### config.mk
export PLATFORM = sky130hd
export DESIGN_NAME = sync_barrier_ctrl
export DESIGN_NICKNAME = d
export VERILOG_FILES = /design/src/rtl/sync_barrier_ctrl.sv
export SDC_FILE = /design/constraint.sdc
export NUM_CORES = 1
export LEC_CHECK = 0
export BUFFER_PORTS_ARGS = -buffer_cell sky130_fd_sc_hd__buf_4
export CORE_MARGIN = 1
export CORE_UTILIZATION = 47
export CTS_CLUSTER_DIAMETER = 60
export DETAILED_ROUTE_END_ITERATION = 12
export HOLD_SLACK_MARGIN = 0.03
export PLACE_DENSITY = 0.76
export SLEW_MARGIN = 10
export SYNTH_ARGS = -nofsm -noshare
export SYNTH_HDL_FRONTEND = slang
export SYNTH_SLANG_ARGS = --single-unit
### constraint.sdc
create_clock -name clk -period 2 [get_ports clk]
set_input_delay 0 -clock clk [delete_from_list [all_inputs] [get_ports clk]]
set_output_delay 0 -clock clk [all_outputs]
set_load 0.03 [all_outputs]
### src/rtl/sync_barrier_ctrl.sv
// Barrier synchronisation responder for N_CORES processor cores.
// Collects per-core barrier arrivals. Once every participating core has
// arrived, or the round has timed out, the arrived cores are released
// together with a one-cycle sync_ready strobe.
//
// Ports:
//   clk, reset            clock; asynchronous active-low reset
//   core_mask             participating cores, sampled at the first arrival of a round
//   timeout_cycles        round timeout in cycles (0 disables the timeout)
//   sync_enable           per-core arrival strobe
//   sync_barrier          per-core barrier ID, core i on bits [i*W +: W]
//   sync_ready            per-core release strobe (one cycle)
//   busy                  a round is in progress
//   last_barrier_id       ID of the most recent release
//   release_count         number of releases (wraps)
//   err_clear             clears the sticky error flags
//   err_mismatch          sticky: released cores carried differing IDs
//   err_dup               sticky: a core arrived twice in one round
//   err_timeout           sticky: a round timed out
module sync_barrier_ctrl #(
    parameter int unsigned N_CORES            = 4,
    parameter int unsigned SYNC_BARRIER_WIDTH = 8,
    parameter int unsigned TIMEOUT_WIDTH      = 16,
    parameter int unsigned COUNT_WIDTH        = 16
) (
    input  logic                                  clk,
    input  logic                                  reset,
    input  logic [N_CORES-1:0]                    core_mask,
    input  logic [TIMEOUT_WIDTH-1:0]              timeout_cycles,
    input  logic [N_CORES-1:0]                    sync_enable,
    input  logic [N_CORES*SYNC_BARRIER_WIDTH-1:0] sync_barrier,
    output logic [N_CORES-1:0]                    sync_ready,
    output logic                                  busy,
    output logic [SYNC_BARRIER_WIDTH-1:0]         last_barrier_id,
    output logic [COUNT_WIDTH-1:0]                release_count,
    input  logic                                  err_clear,
    output logic                                  err_mismatch,
    output logic                                  err_dup,
    output logic                                  err_timeout
);

    localparam int unsigned IW  = SYNC_BARRIER_WIDTH;
    localparam int unsigned TW1 = TIMEOUT_WIDTH + 1;

    typedef enum logic [1:0] {
        IDLE    = 2'd0,
        COLLECT = 2'd1,
        RELEASE = 2'd2
    } state_t;

    state_t                    state_q, state_d;
    logic [N_CORES-1:0]        arrived_q, arrived_d;
    logic [N_CORES-1:0]        mask_q, mask_d;
    logic [N_CORES*IW-1:0]     ids_q, ids_d;
    logic [TIMEOUT_WIDTH-1:0]  tcnt_q, tcnt_d;

    logic [N_CORES-1:0]        ready_d;
    logic                      busy_d;
    logic [IW-1:0]             last_id_d;
    logic [COUNT_WIDTH-1:0]    count_d;
    logic                      err_mismatch_d, err_dup_d, err_timeout_d;

    logic [N_CORES-1:0]        start_hits_c;
    logic [N_CORES-1:0]        load_c;
    logic                      all_arrived_c;
    logic                      timeout_hit_c;
    logic                      set_mis_c, set_dup_c, set_to_c;
    logic [IW-1:0]             first_id_c;
    logic                      first_found_c;
    logic                      mismatch_c;

    // Round start condition and completion / timeout detection
    assign start_hits_c  = sync_enable & core_mask;
    assign all_arrived_c = (arrived_q == mask_q);
    // Widened compare so a maximal timeout_cycles cannot alias on counter wrap
    assign timeout_hit_c = (timeout_cycles != '0) &&
                           ((TW1'(tcnt_q) + TW1'(1)) == TW1'(timeout_cycles));

    // Lowest-indexed arrived ID, and whether any arrived ID differs from it
    always_comb begin
        first_id_c    = '0;
        first_found_c = 1'b0;
        mismatch_c    = 1'b0;
        for (int unsigned i = 0; i < N_CORES; i++) begin
            if (arrived_q[i]) begin
                if (!first_found_c) begin
                    first_id_c    = ids_q[i*IW +: IW];
                    first_found_c = 1'b1;
                end else if (ids_q[i*IW +: IW] != first_id_c) begin
                    mismatch_c = 1'b1;
                end
            end
        end
    end

    // State register
    always_ff @(posedge clk or negedge reset) begin
        if (!reset) begin
            state_q <= IDLE;
        end else begin
            state_q <= state_d;
        end
    end

    // Next-state logic; an arrival during RELEASE opens the next round directly
    always_comb begin
        state_d = state_q;
        case (state_q)
            IDLE:    if (|start_hits_c) state_d = COLLECT;
            COLLECT: if (all_arrived_c || timeout_hit_c) state_d = RELEASE;
            RELEASE: state_d = (|start_hits_c) ? COLLECT : IDLE;
            default: state_d = IDLE;
        endcase
    end

    // Datapath and output next-values
    always_comb begin
        arrived_d = arrived_q;
        mask_d    = mask_q;
        ids_d     = ids_q;
        tcnt_d    = tcnt_q;
        load_c    = '0;
        ready_d   = '0;
        last_id_d = last_barrier_id;
        count_d   = release_count;
        set_mis_c = 1'b0;
        set_dup_c = 1'b0;
        set_to_c  = 1'b0;

        case (state_q)
            IDLE: begin
                if (|start_hits_c) begin
                    mask_d    = core_mask;
                    arrived_d = start_hits_c;
                    load_c    = start_hits_c;
                    tcnt_d    = '0;
                end
            end
            COLLECT: begin
                load_c    = sync_enable & mask_q & ~arrived_q;
                arrived_d = arrived_q | load_c;
                set_dup_c = |(sync_enable & mask_q & arrived_q);
                if (!all_arrived_c) begin
                    tcnt_d   = tcnt_q + TIMEOUT_WIDTH'(1);
                    set_to_c = timeout_hit_c;
                end
            end
            RELEASE: begin
                ready_d   = arrived_q;
                last_id_d = first_id_c;
                count_d   = release_count + COUNT_WIDTH'(1);
                set_mis_c = mismatch_c;
                tcnt_d    = '0;
                // Flags clear, then any same-cycle arrival seeds the next round
                arrived_d = start_hits_c;
                load_c    = start_hits_c;
                if (|start_hits_c) begin
                    mask_d = core_mask;
                end
            end
            default: begin
                arrived_d = '0;
                tcnt_d    = '0;
            end
        endcase

        for (int unsigned i = 0; i < N_CORES; i++) begin
            if (load_c[i]) begin
                ids_d[i*IW +: IW] = sync_barrier[i*IW +: IW];
            end
        end

        busy_d = (state_d != IDLE);

        // Clear only drops held errors; a fresh error in the same cycle still sets
        err_mismatch_d = set_mis_c | (err_mismatch & ~err_clear);
        err_dup_d      = set_dup_c | (err_dup      & ~err_clear);
        err_timeout_d  = set_to_c  | (err_timeout  & ~err_clear);
    end

    // Datapath and output registers
    always_ff @(posedge clk or negedge reset) begin
        if (!reset) begin
            arrived_q       <= '0;
            mask_q          <= '0;
            ids_q           <= '0;
            tcnt_q          <= '0;
            sync_ready      <= '0;
            busy            <= 1'b0;
            last_barrier_id <= '0;
            release_count   <= '0;
            err_mismatch    <= 1'b0;
            err_dup         <= 1'b0;
            err_timeout     <= 1'b0;
        end else begin
            arrived_q       <= arrived_d;
            mask_q          <= mask_d;
            ids_q           <= ids_d;
            tcnt_q          <= tcnt_d;
            sync_ready      <= ready_d;
            busy            <= busy_d;
            last_barrier_id <= last_id_d;
            release_count   <= count_d;
            err_mismatch    <= err_mismatch_d;
            err_dup         <= err_dup_d;
            err_timeout     <= err_timeout_d;
        end
    end

endmodule

==> results of run 1 <==
## worst paths after layout
check	start	to	depth (start not counted)
worst max-delay path	tcnt_q[1]	state_q[1]	8
worst min-delay path	timeout_cycles[5]	err_timeout	4
worst max register to register	tcnt_q[1]	state_q[1]	8
worst min register to register	release_count[15]	release_count[15]	1
max in group asynchronous	reset	arrived_q[0]	3
min in group asynchronous	reset	ids_q[6]	2
## per-stage QoR
stage / power (mW) / setup WS, ns
floorplan: 6.13 / -0.0115
global placement: 7.75 / -0.101
detailed placement: 7.89 / -0.143
CTS: 9.54 / -0.101
global route: 10.6 / -0.229
finish: 10.1 / -0.179
## layer usage
layer / wire length, um / track usage / vias up
li1: - / - / 2341
met1: 6770 / 0.369 / 2429
met2: 7160 / 0.416 / 248
met3: 1110 / 0.0565 / 34
met4: 354 / 0.108 / 0
met5: 0 / 0 / -
## synthesized netlist by cell type (all sizes together), types with 14 or more instances
master  number  area, um2
o21ai       41        205
dfrtp       90       2250
nor2        36        135
mux2        32        360
clkbuf      14       55.1
xor2        15        131
a21oi       16       80.1
nand2       77        289
nand3       17       85.1
nand2b      18        113
xnor2       37        324
o31ai       14        105
## registers in the layout (all words and copies together), names as in the netlist
signal and count:
release_count 16, err_timeout 1, err_mismatch 1, ids_q 32
tcnt_q 16, sync_ready 4, arrived_q 4, busy 1
last_barrier_id 8, mask_q 4, err_dup 1, state_q 2
## worst register-to-register path, cell delays in order, from the launching register on
cell and delay, ns:
dfrtp_1 0.41, buf_4 0.15, nand3_2 0.11, xnor2_2 0.18, nand2b_1 0.20, a2111oi_4 0.37
o2111ai_2 0.18, buf_4 0.18, o32ai_1 0.29
## logic make-up after synthesis
| group | share of synthesized area |
|---|---|
| AO/OA/AOI/OAI | 0.170 |
| buffers and inverters | 0.0333 |
| XOR/XNOR | 0.0885 |
| multiplexers | 0.0719 |
| AND/OR/NAND/NOR | 0.194 |
| flip-flops | 0.437 |
| adder cells (fa/ha/maj) | 0.00486 |
## report_power, final
part	switching [mW]	total, mW	internal (mW)
combinational	2.80	5.51	2.71
sequential	0.818	3.25	2.43
clock	0.701	1.32	0.619
total	4.32	10.1	5.76
## layout make-up
type                            instances  area [um2]
Timing Repair Buffer                  203        1710
Fill cell                             842        3160
Clock inverter                          5        63.8
Multi-Input combinational cell        419        2930
Tap cell                              136         170
Sequential cell                        90        2250
Inverter                               11        41.3
Clock buffer                           11         141
## what timing repair did
action	4_1_cts	5_1_grt
pin swaps	13	8
gates cloned	0	2
endpoints found under the setup margin	4	22
buffers inserted	4	3
gates resized for setup	25	20
endpoints found under the hold margin	88	0
hold buffers	43	0
==> run_results.csv, run 1 <==
group,metric,value,unit
setup_path,start_kind,"flop",
yosys,ys_ff_latch,90,
placed_design,hpwl,10.4,mm
yosys,synth_area,5150,um2
power,p_leak,3.23,nW
detailed_routing,drcViolationCount,0,
detailed_routing,viasPerCell,5.77,
timing,hold_viol,0,
cts,clk_latency,0.38,ns
grt,antenna_found_initial,0,
final_layout,final_common_cell,"buf_4",
cts,cts_tree,"yes",
final_layout,instances_no_fill,875,
floorplan,die_area,11400,um2
timing,finalSetupTns,-0.466,ns
detailed_routing,dr_total_vias,5052,
setup_path,crit_top_cell,"buf_4",
floorplan,die_w,107,um
yosys,postSynthAreaPerCell,9.43,um2
detailed_routing,routed_wl,15.4,mm
cts,clockBufferDepth,2,
timing,finClkSkew,0.0147,ns
grt,grt_pass1_vias,4890,
floorplan,initial_core_util,0.492,
timing,tightest_slew,0.612,ns
setup_path,slowest_stage,"dfrtp_1",
cts,clk_pin_slew,0.10,ns
floorplan,row_count,37,
detailed_routing,wire_per_inst,17.6,um
cts,clock-sinks,90,
final_layout,antenna_cells,0,
power,power.density,1380,nW/um2
timing,holdWs,0.107,ns
placed_design,io_buffers,90,
setup_path,max_stage_delay,0.41,ns
yosys,ys_async_sr_fraction,1.00,
final_layout,postLayoutCoreUtil,0.698,
timing,worst_slack,-0.179,ns
timing,timing.fmax,0.459,GHz
floorplan,fp.dieH,107,um
timing,finalSetupViolCount,4,
grt,grt_pass1_wl,23.9,mm
placed_design,dpl_cell_area,6370,um2
status,violations,"setup timing",
final_layout,fin_nets,795,
setup_path,regToRegSetupSlack,-0.18,ns
setup_path,endpoint_kind,"flop",
placed_design,gp_congestion,0.967,
setup_path,setup.worst_path.class,"reg2reg",
status,status,"complete, but fails checks",
final_layout,mostFrequentLayoutCells,"152 x buf_4, 88 x dfrtp_1, 75 x nand2_1, 43 x dlygate4sd3_1, 37 x o21ai_0",
final_layout,drive_gt1_frac,0.334,
timing,max_slew_margin,0.592,
job,maxCapViolCount,0,
cts,cts-buffers-inserted,9,
floorplan,core_area,10500,um2
yosys,synth_ff_type,"dfrtp_1",
yosys,synthCells,546,
floorplan,ioPinCount,91,
yosys,synthDistinctLibCells,60,
timing,fin_crit,2.18,ns
final_layout,area_growth,41.9,%
hold_path,hold_class,"in2reg",
timing,rsz0062_at_grt,"true",
yosys,ys_seq_area_frac,0.437,
yosys,ys_warn_count,0,
power,ir_worst_vdd,0.637,mV
grt,grt_max_degree,47,
setup_path,cp.required,2.28,ns
setup_path,cp_top_family,"compound AO/OA/AOI/OAI gates",
timing,maxSlewViolCount,0,
cts,h-tree-depth,3,
detailed_routing,drt_pass1_iterations,5,
placed_design,dp_cells,808,
cts,clockRootBuffer,"clkbuf_8",
detailed_routing,antenna_left,0,
yosys,synthesis.nets,607,
grt,grt_util_all_layers,0.269,
grt,grt_remaining_overflow,0,
timing,period_share,1.09,
detailed_routing,first_iter_violations,372,
setup_path,worstPathCellList,"buf_4 > nand3_2 > xnor2_2 > nand2b_1 > a2111oi_4 > o2111ai_2 > buf_4 > o32ai_1",
yosys,synth_edf_count,0,
setup_path,worstPathArrival,2.46,ns
setup_path,cp_num_buf_inv,2,
final_layout,final_cell_area,7310,um2
setup_path,path_max_fanout,3,
No activity file was read; power rests on OpenSTA's default activity.
==> inputs of run 2 (changes only) <==
Settings changed: PLACE_DENSITY 0.76 to 0.73.
Clock period 2 ns to 2.4 ns, I/O delays scaled along.
==> run_results.csv, run 2 (synthesis gave the netlist of run 1 again) <==
group,metric,value,unit
timing,finClkSkew,0.00757,ns
cts,h-tree-depth,3,
cts,clk_latency,0.37,ns
setup_path,rr_worst_depth,6,
final_layout,area_growth,29.1,%
final_layout,reg.largest.list,"ids_q: 32 flops, release_count: 16 flops, tcnt_q: 16 flops",
final_layout,final.fill_count,879,
detailed_routing,routed_wl,13.1,mm
final_layout,largest_reg_flops,32,
floorplan,row_count,37,
setup_path,cp_num_buf_inv,0,
timing,hold_viol,0,
hold_path,hold_depth,4,
floorplan,initial_core_util,0.492,
grt,grt_max_degree,52,
placed_design,gp_congestion,0.929,
power,ir_worst_vdd,0.536,mV
setup_path,worstPathCellList,"nor2b_4 > a221oi_1 > a2111o_1 > a2111o_1 > nor4_1 > o2111ai_1",
setup_path,cp.required,2.62,ns
cts,clockBufferDepth,2,
grt,antenna_found_initial,0,
timing,rsz0062_at_grt,"false",
grt,grt_util_all_layers,0.239,
timing,maxSlewViolCount,0,
placed_design,dpl_cell_area,6010,um2
setup_path,setup.worst_path.class,"reg2reg",
final_layout,drive_gt1_frac,0.241,
setup_path,crit_top_cell,"a2111o_1",
setup_path,cp_top_family,"compound AO/OA/AOI/OAI gates",
setup_path,start_kind,"flop",
status,status,"complete, no violations",
setup_path,path_max_fanout,12,
cts,clk_pin_slew,0.09,ns
final_layout,mostFrequentLayoutCells,"104 x buf_4, 89 x dfrtp_1, 77 x nand2_1, 43 x dlygate4sd3_1, 41 x o21ai_0",
floorplan,ioPinCount,91,
detailed_routing,first_iter_violations,323,
cts,postCtsSetupBuffers,0,
placed_design,io_buffers,90,
job,maxCapViolCount,0,
cts,clockRootBuffer,"clkbuf_8",
timing,timing.fmax,0.441,GHz
setup_path,crit_cells,6,
setup_path,slowest_stage,"dfrtp_1",
power,p_leak,2.91,nW
hold_path,hold_class,"in2reg",
timing,finalSetupViolCount,0,
final_layout,final_cell_area,6650,um2
detailed_routing,drcViolationCount,0,
setup_path,worstPathArrival,2.49,ns
detailed_routing,antenna_left,0,
floorplan,fp.dieH,107,um
cts,cts-buffers-inserted,9,
timing,period_share,0.945,
floorplan,core_area,10500,um2
final_layout,postLayoutCoreUtil,0.635,
timing,max_slew_margin,0.650,
setup_path,max_stage_delay,0.47,ns
final_layout,top_register,"ids_q",
detailed_routing,drt_pass1_iterations,5,
timing,tightest_slew,0.525,ns
cts,clock-sinks,90,
final_layout,antenna_cells,0,
detailed_routing,dr_total_vias,4641,
grt,grt_pass1_wl,21.2,mm
timing,fin_crit,2.27,ns
setup_path,endpoint_kind,"flop",
final_layout,instances_no_fill,821,
final_layout,final_common_cell,"buf_4",
placed_design,dp_cells,762,
cts,cts_tree,"yes",
floorplan,die_area,11400,um2
floorplan,die_w,107,um
placed_design,hpwl,9.46,mm
detailed_routing,viasPerCell,5.65,
grt,grt_pass1_vias,4398,
timing,finalSetupTns,0,ns
detailed_routing,wire_per_inst,16.0,um
grt,grt_remaining_overflow,0,
timing,holdWs,0.0737,ns
final_layout,fin_nets,741,
power,power.density,1100,nW/um2
run 2: power by group:
part	leakage [nW]	total, mW	switching [mW]	internal [mW]
clock network	0.0954	1.03	0.551	0.479
logic	1.66	3.55	1.87	1.68
registers	1.15	2.75	0.733	2.02
run 2: final cells by class:
| cell class | instances | area (um2) | area share |
|---|---|---|---|
| clock buffers | 9 | 124 | 0.0186 |
| multi-input cells | 419 | 2740 | 0.412 |
| inverters | 11 | 41.3 | 0.00621 |
| well taps | 136 | 170 | 0.0256 |
| flip-flops and latches | 90 | 2250 | 0.339 |
| clock inverters | 7 | 68.8 | 0.0104 |
| repair buffers | 149 | 1250 | 0.188 |
run 2: repair_timing:
action	CTS	global route
hold buffers	43	0
hold endpoints to repair	82	0
gates resized for setup	0	5
endpoints found under the setup margin	0	3
run 2: worst min-delay path, stage by stage:
cell,delay (ns)
buf_4,0.10
xor2_1,0.06
nand4_1,0.15
o41ai_1,0.10
run 2: per-layer routing:
layer	vias up	track usage	part of all wire
met5	-	0	0
met4	0	0.0959	0.018
met3	22	0.0438	0.064
met2	170	0.371	0.47
met1	2216	0.332	0.45
li1	2233	-	-
run 2: final timing paths:
check / from / end / slack, ns
max: arrived_q[1] / err_mismatch / 0.13
min: timeout_cycles[6] / err_timeout / 0.07
max reg2reg: arrived_q[1] / err_mismatch / 0.13
min reg2reg: last_barrier_id[5] / last_barrier_id[5] / 0.49
max in group asynchronous: reset / tcnt_q[0] / 1.59
min in group asynchronous: reset / release_count[6] / 0.14
run 2: metrics by stage:
stage	setup WS (ns)	power (mW)
after global placement	0.213	6.05
after floorplan	0.363	5.07
after CTS	0.0267	7.29
after detailed placement	0.0455	6.16
after global routing	0.0163	7.87
final	0.132	7.33
